File: config.mk
export PLATFORM = sky130hd
export DESIGN_NAME = fetch_unit
export DESIGN_NICKNAME = d
export VERILOG_FILES = /design/src/rtl/fetch_unit_pkg.sv /design/src/rtl/fetch_buffer.sv /design/src/rtl/fetch_unit.sv
export SDC_FILE = /design/constraint.sdc
export NUM_CORES = 1
export LEC_CHECK = 0
export BUFFER_PORTS_ARGS = -buffer_cell sky130_fd_sc_hd__buf_2
export CAP_MARGIN = 20
export CELL_PAD_IN_SITES_DETAIL_PLACEMENT = 0
export CELL_PAD_IN_SITES_GLOBAL_PLACEMENT = 2
export CORE_ASPECT_RATIO = 0.6
export CORE_MARGIN = 5
export CORE_UTILIZATION = 38
export CTS_CLUSTER_DIAMETER = 30
export DETAILED_ROUTE_END_ITERATION = 7
export PLACE_DENSITY_LB_ADDON = 0.2
export SLEW_MARGIN = 20
export SYNTH_ARGS = -nofsm -noshare
export SYNTH_HDL_FRONTEND = slang
export SYNTH_HIERARCHICAL = 1
export SYNTH_SLANG_ARGS = --single-unit
File: constraint.sdc
create_clock -name i_clk -period 2.6 [get_ports i_clk]
set_input_delay 0.39 -clock i_clk [delete_from_list [all_inputs] [get_ports i_clk]]
set_output_delay 0.39 -clock i_clk [all_outputs]
set_load 0.05 [all_outputs]
File: src/rtl/fetch_unit_pkg.sv
// Shared fetch-stage definitions: instruction/PC widths, reset vector, buffer sizing and the
// derived pointer/counter types used by fetch_unit and fetch_buffer.
package fetch_unit_pkg;

  localparam int unsigned INSTRUCTION_WIDTH = 18;
  localparam int unsigned PC_WIDTH          = 14;
  localparam logic [PC_WIDTH-1:0] RESET_PC  = 14'h2000;

  // Must be a power of two, >= 2, so that pointers wrap naturally.
  localparam int unsigned BUF_DEPTH = 4;
  localparam int unsigned PTR_WIDTH = $clog2(BUF_DEPTH);
  localparam int unsigned CNT_WIDTH = PTR_WIDTH + 1;

  typedef logic [PC_WIDTH-1:0]          pc_t;
  typedef logic [INSTRUCTION_WIDTH-1:0] instr_t;
  typedef logic [PTR_WIDTH-1:0]         ptr_t;
  typedef logic [CNT_WIDTH-1:0]         cnt_t;
  // One extra bit so in-flight arithmetic cannot wrap before it is truncated.
  typedef logic [CNT_WIDTH:0]           wide_cnt_t;

endpackage

File: src/rtl/fetch_buffer.sv
// Circular reservation buffer for the fetch stage.
// Entries are allocated in request order (tail), filled in response order (fill pointer) and
// popped in order (head). Each entry carries its PC, instruction word and a filled bit.
// Ports:
//   i_clk, i_rst_n        clock, asynchronous active-low reset
//   i_flush               drop every entry and reset all pointers (overrides alloc/fill/pop)
//   i_alloc, i_alloc_pc   reserve the tail entry for a granted request at this PC
//   i_fill, i_fill_instr  write the oldest unfilled entry
//   i_pop                 retire the head entry
//   o_head_valid          head entry allocated and filled
//   o_head_pc/instr       head entry contents
//   o_alloc_cnt           number of allocated entries
//   o_unfilled_cnt        number of allocated entries still awaiting a response
// The caller guarantees alloc only when not full, fill only when an entry is unfilled and pop only
// when the head is valid.
module fetch_buffer
  import fetch_unit_pkg::*;
(
  input  logic   i_clk,
  input  logic   i_rst_n,
  input  logic   i_flush,
  input  logic   i_alloc,
  input  pc_t    i_alloc_pc,
  input  logic   i_fill,
  input  instr_t i_fill_instr,
  input  logic   i_pop,
  output logic   o_head_valid,
  output pc_t    o_head_pc,
  output instr_t o_head_instr,
  output cnt_t   o_alloc_cnt,
  output cnt_t   o_unfilled_cnt
);

  pc_t                  pc_q    [BUF_DEPTH];
  instr_t               instr_q [BUF_DEPTH];
  logic [BUF_DEPTH-1:0] filled_q, filled_d;
  ptr_t                 head_q, head_d;
  ptr_t                 fill_q, fill_d;
  ptr_t                 tail_q, tail_d;
  cnt_t                 alloc_cnt_q, alloc_cnt_d;
  cnt_t                 unfilled_q, unfilled_d;

  always_comb begin
    filled_d    = filled_q;
    head_d      = head_q;
    fill_d      = fill_q;
    tail_d      = tail_q;
    alloc_cnt_d = alloc_cnt_q;
    unfilled_d  = unfilled_q;
    if (i_flush) begin
      filled_d    = '0;
      head_d      = '0;
      fill_d      = '0;
      tail_d      = '0;
      alloc_cnt_d = '0;
      unfilled_d  = '0;
    end else begin
      // Tail, fill and head never address the same entry in one cycle under the caller contract.
      if (i_alloc) begin
        filled_d[tail_q] = 1'b0;
        tail_d           = tail_q + ptr_t'(1);
      end
      if (i_fill) begin
        filled_d[fill_q] = 1'b1;
        fill_d           = fill_q + ptr_t'(1);
      end
      if (i_pop) begin
        filled_d[head_q] = 1'b0;
        head_d           = head_q + ptr_t'(1);
      end
      alloc_cnt_d = alloc_cnt_q + cnt_t'(i_alloc) - cnt_t'(i_pop);
      unfilled_d  = unfilled_q + cnt_t'(i_alloc) - cnt_t'(i_fill);
    end
  end

  always_ff @(posedge i_clk or negedge i_rst_n) begin
    if (!i_rst_n) begin
      for (int i = 0; i < BUF_DEPTH; i++) begin
        pc_q[i]    <= '0;
        instr_q[i] <= '0;
      end
      filled_q    <= '0;
      head_q      <= '0;
      fill_q      <= '0;
      tail_q      <= '0;
      alloc_cnt_q <= '0;
      unfilled_q  <= '0;
    end else begin
      if (i_alloc && !i_flush) pc_q[tail_q] <= i_alloc_pc;
      if (i_fill && !i_flush) instr_q[fill_q] <= i_fill_instr;
      filled_q    <= filled_d;
      head_q      <= head_d;
      fill_q      <= fill_d;
      tail_q      <= tail_d;
      alloc_cnt_q <= alloc_cnt_d;
      unfilled_q  <= unfilled_d;
    end
  end

  assign o_head_valid   = (alloc_cnt_q != '0) && filled_q[head_q];
  assign o_head_pc      = pc_q[head_q];
  assign o_head_instr   = instr_q[head_q];
  assign o_alloc_cnt    = alloc_cnt_q;
  assign o_unfilled_cnt = unfilled_q;

endmodule

File: src/rtl/fetch_unit.sv
// Instruction-fetch stage. Walks sequential PCs, issues in-order requests to instruction memory,
// parks {pc, instr} in a reservation buffer and hands them to decode over valid/ready. A redirect
// flushes the buffer, restarts at the target and discards responses still in flight.
// Ports:
//   i_clk, i_rst_n                      clock, asynchronous active-low reset
//   o_imem_req, o_imem_addr, i_imem_gnt request channel (req & gnt = accepted)
//   i_imem_rvalid, i_imem_rdata         in-order response channel
//   i_redirect, i_redirect_pc           branch taken: flush and restart at target
//   o_id_valid, i_id_ready              decode handshake (valid & ready = pop)
//   o_id_instr, o_id_pc                 head instruction and its PC
module fetch_unit
  import fetch_unit_pkg::*;
(
  input  logic   i_clk,
  input  logic   i_rst_n,
  output logic   o_imem_req,
  output pc_t    o_imem_addr,
  input  logic   i_imem_gnt,
  input  logic   i_imem_rvalid,
  input  instr_t i_imem_rdata,
  input  logic   i_redirect,
  input  pc_t    i_redirect_pc,
  output logic   o_id_valid,
  input  logic   i_id_ready,
  output instr_t o_id_instr,
  output pc_t    o_id_pc
);

  pc_t       pc_q, pc_d;
  cnt_t      drop_cnt_q, drop_cnt_d;
  cnt_t      alloc_cnt;
  cnt_t      unfilled_cnt;
  logic      head_valid;
  logic      gnt_fire;
  logic      fill;
  logic      pop;
  wide_cnt_t in_flight;

  // Gating with i_rst_n keeps req low while reset is held; the buffer alone would read as empty.
  assign o_imem_req  = i_rst_n && !i_redirect && (alloc_cnt < cnt_t'(BUF_DEPTH));
  assign o_imem_addr = pc_q;
  assign gnt_fire    = o_imem_req && i_imem_gnt;
  assign fill        = i_imem_rvalid && (drop_cnt_q == '0) && (unfilled_cnt != '0);
  assign pop         = head_valid && i_id_ready && !i_redirect;

  // Everything granted and not yet answered: earlier wrong-path requests plus live unfilled
  // entries, adjusted for this cycle's grant and response.
  assign in_flight = wide_cnt_t'(drop_cnt_q) + wide_cnt_t'(unfilled_cnt)
                   + wide_cnt_t'(gnt_fire) - wide_cnt_t'(i_imem_rvalid);

  always_comb begin
    pc_d       = pc_q;
    drop_cnt_d = drop_cnt_q;
    if (i_redirect) begin
      pc_d       = i_redirect_pc;
      drop_cnt_d = cnt_t'(in_flight);
    end else begin
      if (gnt_fire) pc_d = pc_q + pc_t'(1);
      if (i_imem_rvalid && (drop_cnt_q != '0)) drop_cnt_d = drop_cnt_q - cnt_t'(1);
    end
  end

  always_ff @(posedge i_clk or negedge i_rst_n) begin
    if (!i_rst_n) begin
      pc_q       <= RESET_PC;
      drop_cnt_q <= '0;
    end else begin
      pc_q       <= pc_d;
      drop_cnt_q <= drop_cnt_d;
    end
  end

  fetch_buffer u_fetch_buffer (
    .i_clk          (i_clk),
    .i_rst_n        (i_rst_n),
    .i_flush        (i_redirect),
    .i_alloc        (gnt_fire),
    .i_alloc_pc     (pc_q),
    .i_fill         (fill),
    .i_fill_instr   (i_imem_rdata),
    .i_pop          (pop),
    .o_head_valid   (head_valid),
    .o_head_pc      (o_id_pc),
    .o_head_instr   (o_id_instr),
    .o_alloc_cnt    (alloc_cnt),
    .o_unfilled_cnt (unfilled_cnt)
  );

  assign o_id_valid = head_valid;

  // A response must always have a request waiting for it, live or wrong-path.
  a_rvalid_has_owner: assert property (@(posedge i_clk) disable iff (!i_rst_n)
    i_imem_rvalid |-> ((drop_cnt_q != '0) || (unfilled_cnt != '0)));

endmodule
# Yosys cells after proc, flatten, opt, wreduce, memory -nomap -nowiden

Index checks and enable logic that the tools add are counted.

Bits in registers: 161
Bits of input ports: 38
Output and inout bits: 48
Word-level logic and storage cells: 111

Add/subtract/negate cells: 12
$lt $le $gt $ge: 12
Mux-type cells: 38
Bitwise gates (word level): 8
Reductions and logical operators: 25

Operators with widths:

| operator                                                              | number |
|---|---|
| 72-bit bitwise mux                                                    | 1 |
| 14-bit 2-to-1 mux                                                     | 5 |
| 56-bit bitwise mux                                                    | 1 |
| 18-bit 2-to-1 mux                                                     | 3 |
| 18-bit binary-select mux with 2-bit select                            | 1 |
| 18-bit demux with 2-bit select                                        | 1 |
| 14-bit binary-select mux with 2-bit select                            | 1 |
| 14-bit demux with 2-bit select                                        | 1 |
| 4-bit 2-to-1 mux                                                      | 6 |
| 1-bit logical AND                                                     | 16 |
| 14-bit by 1-bit adder with 14-bit output (second input constant)      | 1 |
| 2-bit 2-to-1 mux                                                      | 6 |
| 3-bit 2-to-1 mux                                                      | 4 |
| 3-bit by 1-bit adder with 3-bit output                                | 3 |
| 3-bit >= comparator (second input constant)                           | 3 |
| 2-bit by 3-bit < comparator with 1-bit output (second input constant) | 3 |
| 2-bit NOT with 3-bit output                                           | 3 |
| 3-bit nonzero test                                                    | 3 |
| 3-bit by 1-bit subtractor with 3-bit output                           | 3 |
| 4-bit bitwise AND                                                     | 2 |
| 4-bit NOT                                                             | 2 |
| 2-bit nonzero test                                                    | 4 |
| 2-bit by 1-bit adder with 2-bit output (second input constant)        | 3 |
| 1-bit demux with 2-bit select                                         | 3 |
| other kinds (10)                                                      | 16 |

# Depth between registers and ports, before layout

Depth after elaboration: 14
Gate-level depth with buffers: 12
Depth with buffers taken out: 11

# Hierarchy

Netlist, hierarchy kept.

By module, submodules not included:

| module       | instances | cells each | area each (µm²) | seq. area each (µm²) |
|---|---|---|---|---|
| fetch_buffer | 1         | 397        | 6,784.0         | 3,603.5 |
| fetch_unit   | 1         | 125        | 1,148.6         | 426.7 |

# Worst setup path before layout

No wires, ideal clock.

Path type: register to register
Start point: reg u_fetch_buffer.head_q[0]
End point: reg u_fetch_buffer.alloc_cnt_q[2], in the netlist u_fetch_buffer/o_alloc_cnt[2]
Library setup time: 132 ps
Arrival: 2,606 ps
Required time: 2,468 ps
Slack: -138 ps
Cell stages (with the launch flop): 13
Buffers on the path: 1
Clock period less this slack: 2,738 ps
Path through: dfrtp_1 buf_4 mux4_2 o31a_1 nand2_1 nor2_1 ha_1 inv_1 ha_1 inv_1 fa_1 xnor3_1 nor2_1

Longest elaborated chain between the ends: 7

RTL lines:

| what                                        | RTL line            | source |
|---|---|---|
| start: declaration                          | fetch_buffer.sv:37  | `ptr_t head_q, head_d;` |
| start signal: assignment                    | fetch_buffer.sv:83  | `head_q <= '0;` |
| start signal: assignment                    | fetch_buffer.sv:92  | `head_q <= head_d;` |
| 1-bit binary-select mux with 2-bit select   | fetch_buffer.sv:100 | `assign o_head_valid = (alloc_cnt_q != '0) && filled_q[head_q];` |
| 1-bit 2-to-1 mux (not written as such)      | fetch_buffer.sv:100 |  |
| 1-bit logical AND                           | fetch_buffer.sv:100 |  |
| via o_id_valid                              | fetch_unit.sv:23    | `output logic o_id_valid,` |
| 1-bit logical AND (2 in series)             | fetch_unit.sv:44    | `assign pop = head_valid && i_id_ready && !i_redirect;` |
| via pop                                     | fetch_unit.sv:36    | `logic pop;` |
| 3-bit by 1-bit subtractor with 3-bit output | fetch_buffer.sv:71  | `alloc_cnt_d = alloc_cnt_q + cnt_t'(i_alloc) - cnt_t'(i_pop);` |
| 3-bit 2-to-1 mux                            | fetch_buffer.sv:50  | `if (i_flush) begin` |
| via u_fetch_buffer.alloc_cnt_d[2]           | fetch_buffer.sv:40  | `cnt_t alloc_cnt_q, alloc_cnt_d;` |
| end signal: assignment                      | fetch_buffer.sv:95  | `alloc_cnt_q <= alloc_cnt_d;` |
| end: declaration                            | fetch_buffer.sv:40  |  |

The timed path passes the listed nets, and every way through them passes these cells. The select of a mux whose other input is x is not followed.
A chain may end at the register's enable or synchronous reset.

# Worst setup path in the final report

Start point: reg u_fetch_buffer.head_q[0]
End point: out o_id_pc[6]

Longest elaborated chain between the ends: 4

RTL lines:

| what                                                  | RTL line            | source |
|---|---|---|
| 2-bit NOT with 3-bit output (not written as such)     | fetch_buffer.sv:101 | `assign o_head_pc = pc_q[head_q];` |
| 14-bit binary-select mux with 2-bit select            | fetch_buffer.sv:101 |  |
| 14-bit 2-to-1 mux (not written as such) (2 in series) | fetch_buffer.sv:101 |  |
| end: declaration                                      | fetch_unit.sv:26    | `output pc_t o_id_pc` |

Every way passes these cells. The select of a mux whose other input is x is not followed.

==> impl_metrics.env <==
export IMPL_cap_violations=0
export IMPL_layout_min_cycle_time_ns=2.49
export IMPL_yosys_area_share_simple_pct=6.78
export IMPL_outcome="complete, no violations"
export IMPL_ff2ff_path_depth=8
export IMPL_drtIter0Drc=169
export IMPL_crit_chain="clkbuf_8 > mux4_2 > buf_2"
export IMPL_htree_levels=4
export IMPL_synth_xor_area_share_pct=2.44
export IMPL_cts_sinks=161
export IMPL_startpoint_type="register"
export IMPL_clk_path_buf_depth=2
export IMPL_maxSlewHeadroom_pct=44.5
export IMPL_peakVddDrop_mv=0.454
export IMPL_synth_area_leaders="dfrtp_1 50%, mux2_2 14%, mux4_2 9.4%, mux2_4 5.7%, ha_1 3.3%"
export IMPL_cts_made_buffers=17
export IMPL_worst_path_buf_inv=2
export IMPL_p_total_mw=7.29
export IMPL_pre_cts_ws_ns=0.223
export IMPL_hold_class="in2async"
export IMPL_yosysMostFrequentCell="dfrtp_1"
export IMPL_yosysSeqAreaShare_pct=50.8
export IMPL_synth_compound_area_share_pct=2.24
export IMPL_cts_tree="built"
export IMPL_remaining_drc_errors=0
export IMPL_reg2reg_from="u_fetch_buffer/o_alloc_cnt[2]"
export IMPL_synthMuxAreaShare_pct=29.9
export IMPL_fin_nets=674
export IMPL_crit_fanout=36
export IMPL_grt_antenna_before_repair=1
export IMPL_skew_ns=0.00905
export IMPL_grt_pass1_vias=4961
export IMPL_yosysWarningCount=6
export IMPL_synth_top_family_by_area="multiplexers"
export IMPL_syn_inst=522
export IMPL_drive_gt1_share_pct=50.0
export IMPL_die_w_um=197
export IMPL_via_per_inst=5.09
export IMPL_setup_viol=0
export IMPL_p_leak_nw=4.64
export IMPL_critPathArrivalTime_ns=2.10
export IMPL_num_vias=4562
export IMPL_yosysTopAreaCell="dfrtp_1"
export IMPL_grt_ovfl_total=0
export IMPL_fin_crit_sh_pct=95.7
export IMPL_rsz0062_at_grt="no"
export IMPL_syn_nets=585
export IMPL_worst_path_stages=3
export IMPL_drtAntennaViolNets=0
export IMPL_ios=86
export IMPL_synth_edf_count=0
export IMPL_initial_core_util_pct=39.1
export IMPL_syn_area_per_cell_um2=15.2
export IMPL_grt_pass1_wl_mm=28.4
export IMPL_p_per_area_nw_per_um2=791
export IMPL_worst_slew_pin_slew_ns=0.833
export IMPL_post_drt_wl_per_cell_um=19.5
export IMPL_max_freq_mhz=402
export IMPL_worstSkewPairLatency_ns=0.42
export IMPL_postSynth_asyncResetShare_pct=100
export IMPL_synthTopCellsByCount="160 x dfrtp_1, 99 x mux2_2, 33 x mux4_2, 30 x mux2_4, 24 x nand2_1"
export IMPL_cp_top_family="buffers and inverters"
export IMPL_crit_slowest_cell="mux4_2"
export IMPL_crit_path_start="u_fetch_buffer/head_q[0]"
export IMPL_drt_wl_total_mm=17.5
export IMPL_cts_root_buf="clkbuf_16"
export IMPL_synth_top_area_share_pct=50.5
export IMPL_cp_required_ns=2.21
export IMPL_gp_congestion=0.758
export IMPL_antennaDiodeCount=0
export IMPL_r2r_end="drop_cnt_q[2]"
export IMPL_tns_ns=0
export IMPL_core_area_um2=20300
export IMPL_slowest_delay_ns=0.59
export IMPL_clk_pin_slew_ns=0.07
export IMPL_fin_cells=897
export IMPL_finalMaxSlewViolations=0
export IMPL_hold_slack_ns=0.0514
export IMPL_path_class="reg2out"
export IMPL_grt_max_degree=64
export IMPL_synth_fa_ha_area_share_pct=4.32
export IMPL_rrSetupSlack_ns=0.22
export IMPL_drt_pass1_iterations=4
export IMPL_setup_ws_ns=0.113
export IMPL_die_area_um2=24000
export IMPL_post_dp_hpwl_mm=11.6
export IMPL_synth_main_ff_cell="dfrtp_1"
export IMPL_worstSetupEndpoint="o_id_pc[6]"
export IMPL_dp_cells=865
export IMPL_grt_usage_pct=15.3
export IMPL_post_cts_setup_buffers=0
export IMPL_row_count=40
export IMPL_yosysUniqueCellTypes=37
export IMPL_die_h_um=122
export IMPL_io_buffers=85
export IMPL_hold_violations=0
export IMPL_synth_seq_cells=161
export IMPL_syn_cell_area_um2=7930
export IMPL_cp_end_kind="output port"
export IMPL_area_growth_pct=16.1
[cells by family after synthesis]
kind of cell	count (synthesis)
flip-flops	161
AO/OA/AOI/OAI	25
adder cells (fa/ha/maj)	25
AND/OR/NAND/NOR	78
buffers and inverters	46
XOR/XNOR	19
multiplexers	168
[routing by layer]
layer | wire length, um | track usage [%] | up-vias
met2 | 8160 | 23.9 | 52
met4 | 124 | 3.27 | 2
met5 | 13 | 0 | -
met1 | 8570 | 22.0 | 2416
met3 | 590 | 3.81 | 12
li1 | - | - | 2080
[layout by cell type (no fill, tap or decap), drive strengths merged]
cell,n
dfrtp,160
mux2,129
buf,94
mux4,33
nand2,24
inv,24
ha,21
clkbuf,21
nor2,16
o21ai,14
xnor2,13
nand3b,9
nand3,7
mux2i,6
nor4,6
nor3,5
xor2,4
fa,4
a21bo,4
a221oi,4
nand4,3
nor2b,3
clkinv,3
bufinv,3
clkinvlp,3
nor3b,3
a221o,2
xnor3,2
nand2b,1
nand4b,1
dfstp,1
o31a,1
[what timing repair did]
action / 4_1_cts / 5_1_grt
resized for setup: 1 / 1
hold buffers: 0 / 0
endpoints found under the setup margin: 32 / 16
[area by class of cell]
type,count,area [um2]
Fill cell,1833,11100
Sequential cell,161,4030
Multi-Input combinational cell,315,3630
Timing Repair Buffer,95,513
Clock buffer,20,457
Tap cell,273,342
Clock inverter,12,154
Inverter,21,78.8
[stage by stage]
| stage | area, um2 | utilization (%) |
|---|---|---|
| 6_report | 9210 | 45.4 |
| 4_1_cts | 9210 | 45.4 |
| 3_3_place_gp | 8590 | 42.4 |
| 3_5_place_dp | 8590 | 42.4 |
| 2_1_floorplan | 7940 | - |
| 5_1_grt | 9210 | 45.4 |
[how the worst min path moves through the flow]
stage                  start                            end  slack, ns  cells past startpoint
3_5_place_dp   drop_cnt_q[2]                  drop_cnt_q[2]       0.45                      1
2_1_floorplan        i_rst_n                  drop_cnt_q[0]       0.09                      0
5_1_grt              i_rst_n  u_fetch_buffer/o_alloc_cnt[2]       0.10                      2
3_3_place_gp   drop_cnt_q[2]                  drop_cnt_q[2]       0.45                      1
4_1_cts              i_rst_n  u_fetch_buffer/o_alloc_cnt[2]       0.07                      2
6_report             i_rst_n  u_fetch_buffer/o_alloc_cnt[2]       0.05                      2
[state kept, by name, summed over array words and instances, names as in the netlist]
register,count
u_fetch_buffer/instr_q,72
u_fetch_buffer/pc_q,56
o_imem_addr,14
u_fetch_buffer/filled_q,4
drop_cnt_q,3
u_fetch_buffer/o_alloc_cnt,3
u_fetch_buffer/o_unfilled_cnt,3
u_fetch_buffer/fill_q,2
u_fetch_buffer/head_q,2
u_fetch_buffer/tail_q,2
[where the power goes]
group	total, mW	leakage, nW	internal [mW]	switching (mW)
logic	1.74	2.18	0.656	1.08
registers	2.95	2.17	2.76	0.190
clock network	2.60	0.293	1.57	1.03
No activity file was read; power rests on OpenSTA's default activity.
